### src/rtl/prng_stream.sv
// xorshift128 random word stream: seed load, counted multi-word requests,
// OUT_W-bit words assembled MSB-first from 32-bit steps, show-ahead output FIFO.
module prng_stream #(
    parameter int unsigned OUT_W = 96,
    parameter int unsigned DEPTH = 4,
    parameter int unsigned CNT_W = 16
) (
    input  logic             clk,
    input  logic             rst_b,
    input  logic [127:0]     in_seed,
    input  logic             in_seed_valid,
    input  logic             in_ready,
    input  logic [CNT_W-1:0] in_num,
    input  logic             in_out_ack,
    output logic [OUT_W-1:0] out_rng,
    output logic             out_valid,
    output logic             out_busy,
    output logic             out_done
);

    localparam int unsigned K      = OUT_W / 32;
    localparam int unsigned STEP_W = (K > 1) ? $clog2(K) : 1;
    localparam int unsigned PTR_W  = $clog2(DEPTH);
    localparam int unsigned OCC_W  = PTR_W + 1;
    localparam logic [127:0] DEFAULT_SEED =
        {32'd123456789, 32'd362436069, 32'd521288629, 32'd88675123};

    typedef enum logic [1:0] {IDLE, GEN, DONE} state_t;

    state_t             state_q, state_d;
    logic [31:0]        x_q, y_q, z_q, w_q;
    logic [OUT_W-1:0]   acc_q;
    logic [STEP_W-1:0]  step_q;
    logic [CNT_W-1:0]   remain_q;
    logic [OUT_W-1:0]   mem [DEPTH];
    logic [PTR_W-1:0]   wr_q, rd_q;
    logic [OCC_W-1:0]   occ_q;

    logic               load_c, start_c, step_c, push_c, pop_c;
    logic               step_last_c, full_c;
    logic [127:0]       seed_c;
    logic [31:0]        t_c, new_w_c;
    logic [OUT_W-1:0]   word_c, head_c, rng_c;
    logic [OCC_W-1:0]   occ_c;
    logic [PTR_W-1:0]   rd_c;

    // One xorshift128 step and the word it completes
    assign t_c         = x_q ^ (x_q << 11);
    assign new_w_c     = w_q ^ (w_q >> 19) ^ t_c ^ (t_c >> 8);
    assign word_c      = (acc_q << 32) | OUT_W'(new_w_c);
    assign seed_c      = (in_seed == 128'd0) ? DEFAULT_SEED : in_seed;
    assign step_last_c = (step_q == STEP_W'(K - 1));
    assign full_c      = (occ_q == OCC_W'(DEPTH));

    // FIFO bookkeeping; the registered head already reflects this cycle's push/pop
    assign pop_c  = out_valid && in_out_ack;
    assign occ_c  = occ_q + OCC_W'(push_c) - OCC_W'(pop_c);
    assign rd_c   = rd_q + PTR_W'(pop_c);
    assign head_c = (push_c && (rd_c == wr_q)) ? word_c : mem[rd_c];
    assign rng_c  = (occ_c != '0) ? head_c : '0;

    always_comb begin
        state_d = state_q;
        load_c  = 1'b0;
        start_c = 1'b0;
        step_c  = 1'b0;
        push_c  = 1'b0;
        case (state_q)
            IDLE: begin
                load_c = in_seed_valid;
                if (in_ready) begin
                    start_c = 1'b1;
                    state_d = (in_num != '0) ? GEN : DONE;
                end
            end
            GEN: begin
                // Final step of a word is withheld while the FIFO is full
                if (!(step_last_c && full_c)) begin
                    step_c = 1'b1;
                    if (step_last_c) begin
                        push_c = 1'b1;
                        if (remain_q == CNT_W'(1)) state_d = DONE;
                    end
                end
            end
            DONE:    state_d = IDLE;
            default: state_d = IDLE;
        endcase
    end

    always_ff @(posedge clk or negedge rst_b) begin
        if (!rst_b) begin
            state_q   <= IDLE;
            {x_q, y_q, z_q, w_q} <= DEFAULT_SEED;
            acc_q     <= '0;
            step_q    <= '0;
            remain_q  <= '0;
            wr_q      <= '0;
            rd_q      <= '0;
            occ_q     <= '0;
            out_rng   <= '0;
            out_valid <= 1'b0;
            out_busy  <= 1'b0;
            out_done  <= 1'b0;
        end else begin
            state_q <= state_d;
            if (load_c) begin
                {x_q, y_q, z_q, w_q} <= seed_c;
            end else if (step_c) begin
                x_q <= y_q;
                y_q <= z_q;
                z_q <= w_q;
                w_q <= new_w_c;
            end
            if (start_c) begin
                step_q   <= '0;
                remain_q <= in_num;
            end else if (step_c) begin
                step_q <= step_last_c ? '0 : step_q + STEP_W'(1);
                if (push_c) remain_q <= remain_q - CNT_W'(1);
            end
            if (step_c) acc_q <= word_c;
            if (push_c) wr_q <= wr_q + PTR_W'(1);
            rd_q      <= rd_c;
            occ_q     <= occ_c;
            out_rng   <= rng_c;
            out_valid <= (occ_c != '0);
            out_busy  <= (state_d != IDLE);
            out_done  <= (state_d == DONE);
        end
    end

    // Storage array carries no reset; occupancy alone decides validity
    always_ff @(posedge clk) begin
        if (push_c) mem[wr_q] <= word_c;
    end

endmodule

### config.mk
export PLATFORM = sky130hd
export DESIGN_NAME = prng_stream
export DESIGN_NICKNAME = d
export VERILOG_FILES = /design/src/rtl/prng_stream.sv
export SDC_FILE = /design/constraint.sdc
export NUM_CORES = 1
export LEC_CHECK = 0
export CORE_AREA = 2 2 256 258
export CTS_BUF_LIST = sky130_fd_sc_hd__clkbuf_4 sky130_fd_sc_hd__clkbuf_8
export CTS_CLUSTER_DIAMETER = 60
export DETAILED_ROUTE_END_ITERATION = 12
export DIE_AREA = 0 0 258 260
export SLEW_MARGIN = 20
export SYNTH_ARGS = -nofsm -noshare
export SYNTH_HDL_FRONTEND = slang
export SYNTH_SLANG_ARGS = --single-unit
### constraint.sdc
create_clock -name clk -period 4.65 [get_ports clk]
set_input_delay 0.465 -clock clk [delete_from_list [all_inputs] [get_ports clk]]
set_output_delay 0.465 -clock clk [all_outputs]
set_load 0.01 [all_outputs]
# After elaboration in Yosys (flattened, before gate mapping)
# Memories as Yosys holds them, arrays and structs flattened.
# Cells that the tools add are included.
[totals] regBits=318 ram_bits=384 in_bits=149 output_inout_bits=99 word_cells=78 n_memories=1
[classes] add_sub_neg=6 n_eq_ne=6 mux=33 bitwise=5 reduce_logical=12
[mem_list] memory="mem" depth=4 width=96 read_ports=1 rd_ports_with_merged_regs=0 write_ports=1 line_no="35" text="logic [OUT_W-1:0] mem [DEPTH];"
[ops] operator="$mux 32" count=8
[ops] operator="$mux 96" count=2
[ops] operator="$logic_not 128->1" count=1
[ops] operator="$mux 128" count=1
[ops] operator="$or 96x32->96" count=1
[ops] operator="$xor 32x32->32" count=2
[ops] operator="$mux 16" count=3
[ops] operator="$xor 32x13->32" count=1
[ops] operator="$xor 32x24->32" count=1
[ops] operator="$eq 16x1->1 const B" count=1
[ops] operator="$mux 2" count=8
[ops] operator="$reduce_bool 16->1" count=1
[ops] operator="$sub 16x1->16 const B" count=1
[ops] operator="$mux 1" count=10
[ops] operator="$reduce_bool 2->1" count=4
[ops] operator="$add 2x1->2 const B" count=2
[ops] operator="$eq 2x2->1 const B" count=2
[ops] operator="$pmux 2 s2" count=1
[ops] operator="$add 3x1->3" count=1
[ops] operator="$eq 3x3->1 const B" count=1
[ops] operator="$logic_and 1x1->1" count=3
[ops] operator="$reduce_bool 3->1" count=1
[ops] operator="$sub 3x1->3" count=1
[ops] operator="$add 2x1->2" count=1
[ops] operator="other kinds (4)" count=4

# Logic depth before layout (Yosys ltp)
[depth] word_depth=8 mapped_depth=14 ltp_nobuf=10

# Least setup slack after synthesis
# Ideal clock, no wire load.
[synth_path] path_type="flip-flop to flip-flop" startpoint="reg step_q[0]" endpoint="mem mem[1][0], enable pin" setup_ps=466 arrival_time_ps=3453 t_required_ps=4184 setup_slack_ps=732 path_stages_with_launch=6 n_path_buf=2 synth_period_minus_slack_ps=3918 cell_sequence="dfrtp_1 -> and2b_1 -> and3_1 -> buf_2 -> clkbuf_1 -> and2_1"
[synth_between] elab_chain_cells=6 elab_cells_between_ends=7 classes_between="1 x eq/ne; 5 x mux; 1 x reduce/logical"
[synth_rtl] item="from (decl)" line_no="33" text="logic [STEP_W-1:0] step_q;"
[synth_rtl] item="from (signal assigned)" line_no="119" text="step_q <= step_last_c ? '0 : step_q + STEP_W'(1);"
[synth_rtl] item="$eq 2x2->1 (*)" line_no="52" text="assign step_last_c = (step_q == STEP_W'(K - 1));"
[synth_rtl] item="$mux 1 / $logic_and 1x1->1 (equally long branches)" line_no="80, 78"
[synth_rtl] item="$mux 1 (*)" line_no="78" text="if (!(step_last_c && full_c)) begin"
[synth_rtl] item="$mux 1 (*)" line_no="68" text="case (state_q)"
[synth_rtl] item="$mux 1 (*)" line_no="135" text="if (push_c) mem[wr_q] <= word_c;"
[synth_rtl] item="$mux 1 (implied by the code) (*)" line_no="135"
[synth_rtl] item="to (decl)" line_no="35"
# Mark *: on every way between the ends. The rest lies on a longest branch, timed or not.

# Final worst setup path
[layout_path] startpoint="reg step_q[0]" endpoint="reg out_rng[40]"
[layout_between] elab_chain_cells=8 elab_cells_between_ends=11 classes_between="2 x add/sub; 1 x eq/ne; 5 x mux; 3 x reduce/logical"
[layout_rtl] item="$eq 2x2->1 (*)" line_no="52"
[layout_rtl] item="$mux 1 / $logic_and 1x1->1 (equally long branches)" line_no="80, 78"
[layout_rtl] item="$mux 1 (*)" line_no="78"
[layout_rtl] item="$mux 1 (*)" line_no="68"
[layout_rtl] item="$add 3x1->3 (*)" line_no="57" text="assign occ_c = occ_q + OCC_W'(push_c) - OCC_W'(pop_c);"
[layout_rtl] item="$sub 3x1->3 (*)" line_no="57"
[layout_rtl] item="via occ_c[2]" line_no="44" text="logic [OCC_W-1:0] occ_c;"
[layout_rtl] item="$reduce_bool 3->1 (*)" line_no="60" text="assign rng_c = (occ_c != '0) ? head_c : '0;"
[layout_rtl] item="$mux 96 (*)" line_no="60"
[layout_rtl] item="via rng_c[40]" line_no="43" text="logic [OUT_W-1:0] word_c, head_c, rng_c;"
[layout_rtl] item="to (signal assigned)" line_no="126" text="out_rng <= rng_c;"
[layout_rtl] item="to (decl)" line_no="15" text="output logic [OUT_W-1:0] out_rng,"
# The timed path passes the listed nets; every way through them passes the cells marked *.
# A chain may end at the register's enable or synchronous reset.

==> impl_metrics.json <==
{
  "rsz0062_at_grt": "no",
  "initial_antenna_violation_count": 2,
  "cp_slowest_cell": "and3_1",
  "grt_use_met1_pct": 34.2,
  "drt-total-wl_um": 80500,
  "synth_cell_types": 58,
  "ios": 248,
  "synthesis.area_sq_mm": 0.0286,
  "synth_warnings": 0,
  "layout_worst_path_cycle_share_pct": 79.9,
  "dieWidth_um": 258,
  "cts_buffer_depth": 3,
  "vias": 18600,
  "worst_vdd_ir_v": 0.000626,
  "crit_chain": "and2b_1 -> and3_1 -> inv_2 -> ha_1 -> inv_1 -> ha_1 -> fa_1 -> xnor2_1 -> nor3_4 -> buf_12 -> a21oi_1",
  "io_buffers": 247,
  "gp_congestion": 0.922,
  "grt_pass1_wl_um": 120000,
  "drc": 0,
  "finalSetupViolCount": 0,
  "power.density_cell_area_mw_per_mm2": 857,
  "reg2reg_depth": 11,
  "worst_r2r_startpoint": "step_q[0]",
  "grt_pass1_vias": 18600,
  "fin_crit_ns": 3.71,
  "async_set_or_reset_register_ratio_after_synthesis_pct": 45.3,
  "crit_top_cell": "ha_1",
  "endpoint_of_the_worst_hold_path": "z_q[13]",
  "final_layout_size_suffix_gt1_share_pct": 16.8,
  "tritoncts": "done",
  "cp-start-kind": "flop",
  "run_status": "finished clean",
  "critical_path_class": "reg -> reg",
  "grt_util_all_layers_pct": 24.1,
  "synthToLayoutAreaGrowth_pct": 20.8,
  "gr-usage-met3_pct": 3.72,
  "grt_max_degree": 125,
  "rel_slew_slack_pct": 25.0,
  "tritoncts.num_buffers": 114,
  "clock_latency_ns": 0.73,
  "hold_depth": 3,
  "critPathArrivalTime_ns": 4.27,
  "worst_slack_ns": 0.936,
  "drtPass1Iterations": 5,
  "syn_inst_count": 2162,
  "fp.dieH_um": 260,
  "synth_enable_flop_cells": 384,
  "worstHoldStart": "in_seed[45]",
  "final_common_cell": "nand2_1",
  "timing.reg2reg.setup_slack_ns": 0.94,
  "postCtsSetupBuffers": 0,
  "postSynthAreaPerCell_sq_um": 13.2,
  "clock_sink_total": 702,
  "postSynth.topFlopCell": "edfxtp_1",
  "floorplan.rows": 93,
  "hpwl_after_detailed_placement_um": 50800,
  "cts_htree_levels": 3,
  "worst-path-max-fanout": 97,
  "slowest_delay_ns": 0.58,
  "timing.rr.end": "out_rng[40]",
  "max_transition_viols_final": 0,
  "max-cap-violations": 0,
  "wire_per_inst_um": 23.8,
  "starting_density_of_the_core_pct": 44.6,
  "timing.critical_path.required_ns": 5.21,
  "root_buffer": "clkbuf_8",
  "drtAntennaViolNets": 0,
  "power.leakage_nw": 13.0,
  "timing.final.hold_violations": 0,
  "tns_ns": 0,
  "fp.coreArea_sq_mm": 0.0641,
  "timing.fmax_mhz": 269,
  "dp_slack_ns": 0.944,
  "gr-max-usage-layer": "met2",
  "endpoint_kind": "flop",
  "ys_seq_elements": 702,
  "mappedNetlistNets": 2321,
  "clkSlewWorstSetupHoldPaths_ns": 0.06,
  "fin_nets": 2582,
  "sequential_share_of_the_synthesized_area_pct": 68.4,
  "groute.layer.met2.usage_pct": 38.4,
  "drt-vias-per-instance": 5.51,
  "clock_skew_ns": 0.0308,
  "drt_iter0_markers": 1534,
  "worst_max_slew_pin_slew_ns": 1.13,
  "most_frequent_cells_in_the_layout": "nand2_1 (588), edfxtp_1 (384), dfrtp_1 (257), clkdlybuf4s50_1 (246), nor2_1 (143)",
  "hold_class": "in -> reg",
  "remaining_global_route_overflow": 0,
  "dieArea_sq_mm": 0.0671
}
## synth_stat cells (all sizes together) (41+ instances only)
| cell | n | share of area, % |
|---|---|---|
| xnor2 | 98 | 3.0 |
| edfxtp | 384 | 40 |
| mux4 | 96 | 7.6 |
| dfstp | 61 | 5.6 |
| dfrtp | 257 | 22 |
| a21oi | 123 | 2.2 |
| a31oi | 47 | 1.0 |
| clkbuf | 68 | 0.89 |
| buf | 62 | 1.2 |
| nor2 | 144 | 1.9 |
| nand2 | 599 | 7.9 |
| nor4 | 41 | 0.95 |
| a32oi | 49 | 1.5 |
## kinds of logic after synthesis
group	synth area share, %
xor+xnor	3.24
fa+ha+maj	0.464
flops	68.4
simple gates	11.9
compound gates	6.20
mux	7.56
buf+inv	2.24
## through the flow
step           util (%)  total power, mW  hold slack, ns  std cells  instance area, sq um
4_1_cts            53.9             29.8           0.296       3380                 34500
3_3_place_gp       49.9             23.6           0.486       3161                 32000
3_5_place_dp       49.9             23.9           0.494       3161                 32000
6_report           53.9             29.6           0.341       3382                 34500
5_1_grt            53.9             31.3           0.349       3382                 34500
2_1_floorplan         -             19.1           0.169       2162                 28600
## sequential cells by signal, indices dropped and copies added (netlist names)
register,flops
mem,384
x_q,32
wr_q,2
out_rng,96
out_done,1
rd_q,2
step_q,2
y_q,32
w_q,32
out_valid,1
out_busy,1
state_q,2
z_q,32
remain_q,16
acc_q,64
occ_q,3
## metal layers
layer	part of all wire (%)	up-vias
met4	2.3	0
li1	-	8312
met1	44	9514
met5	0	-
met3	5.9	102
met2	48	718
## cell type report
| cell class | count | area [sq um] |
|---|---|---|
| fill | 5371 | 29600 |
| sequential | 702 | 19600 |
| multi-input combinational | 1320 | 8480 |
| timing repair buffer | 275 | 2840 |
| clock buffer | 177 | 2220 |
| tap | 855 | 1070 |
| clock inverter | 41 | 335 |
| inverter | 10 | 37.5 |
| antenna | 2 | 5.00 |
## worst max-delay path by stage
| stage | start | endpoint | slack [ns] | cells after the start |
|---|---|---|---|---|
| after floorplan | step_q[0] | mem[1][0] | 0.73 | 5 |
| after global placement | step_q[0] | out_rng[50] | 1.08 | 11 |
| after detailed placement | step_q[0] | out_rng[15] | 0.94 | 11 |
| after CTS | step_q[0] | out_rng[15] | 0.93 | 11 |
| after global routing | step_q[0] | out_rng[47] | 0.71 | 11 |
| final | step_q[0] | out_rng[40] | 0.94 | 11 |
## timing repair
| action | CTS | global route |
|---|---|---|
| hold buffers | 1 | 0 |
| resized for setup | 0 | 0 |
| endpoints found under the hold margin | 88 | 0 |
## where the power goes
part,total (mW),switching (mW),internal [mW]
Clock,5.80,2.52,3.28
Sequential,11.8,1.66,10.1
Combinational,12.0,7.17,4.81
## worst max-delay path, delay by kind of cell, from the launching register on
family | cells | cell delay [ns]
buffers and inverters | 3 | 0.70
AO/OA/AOI/OAI | 1 | 0.11
adder cells (fa/ha/maj) | 3 | 0.92
flip-flops | 1 | 0.40
AND/OR/NAND/NOR | 3 | 1.10
XOR/XNOR | 1 | 0.18
(Power assumes the default switching activity.)
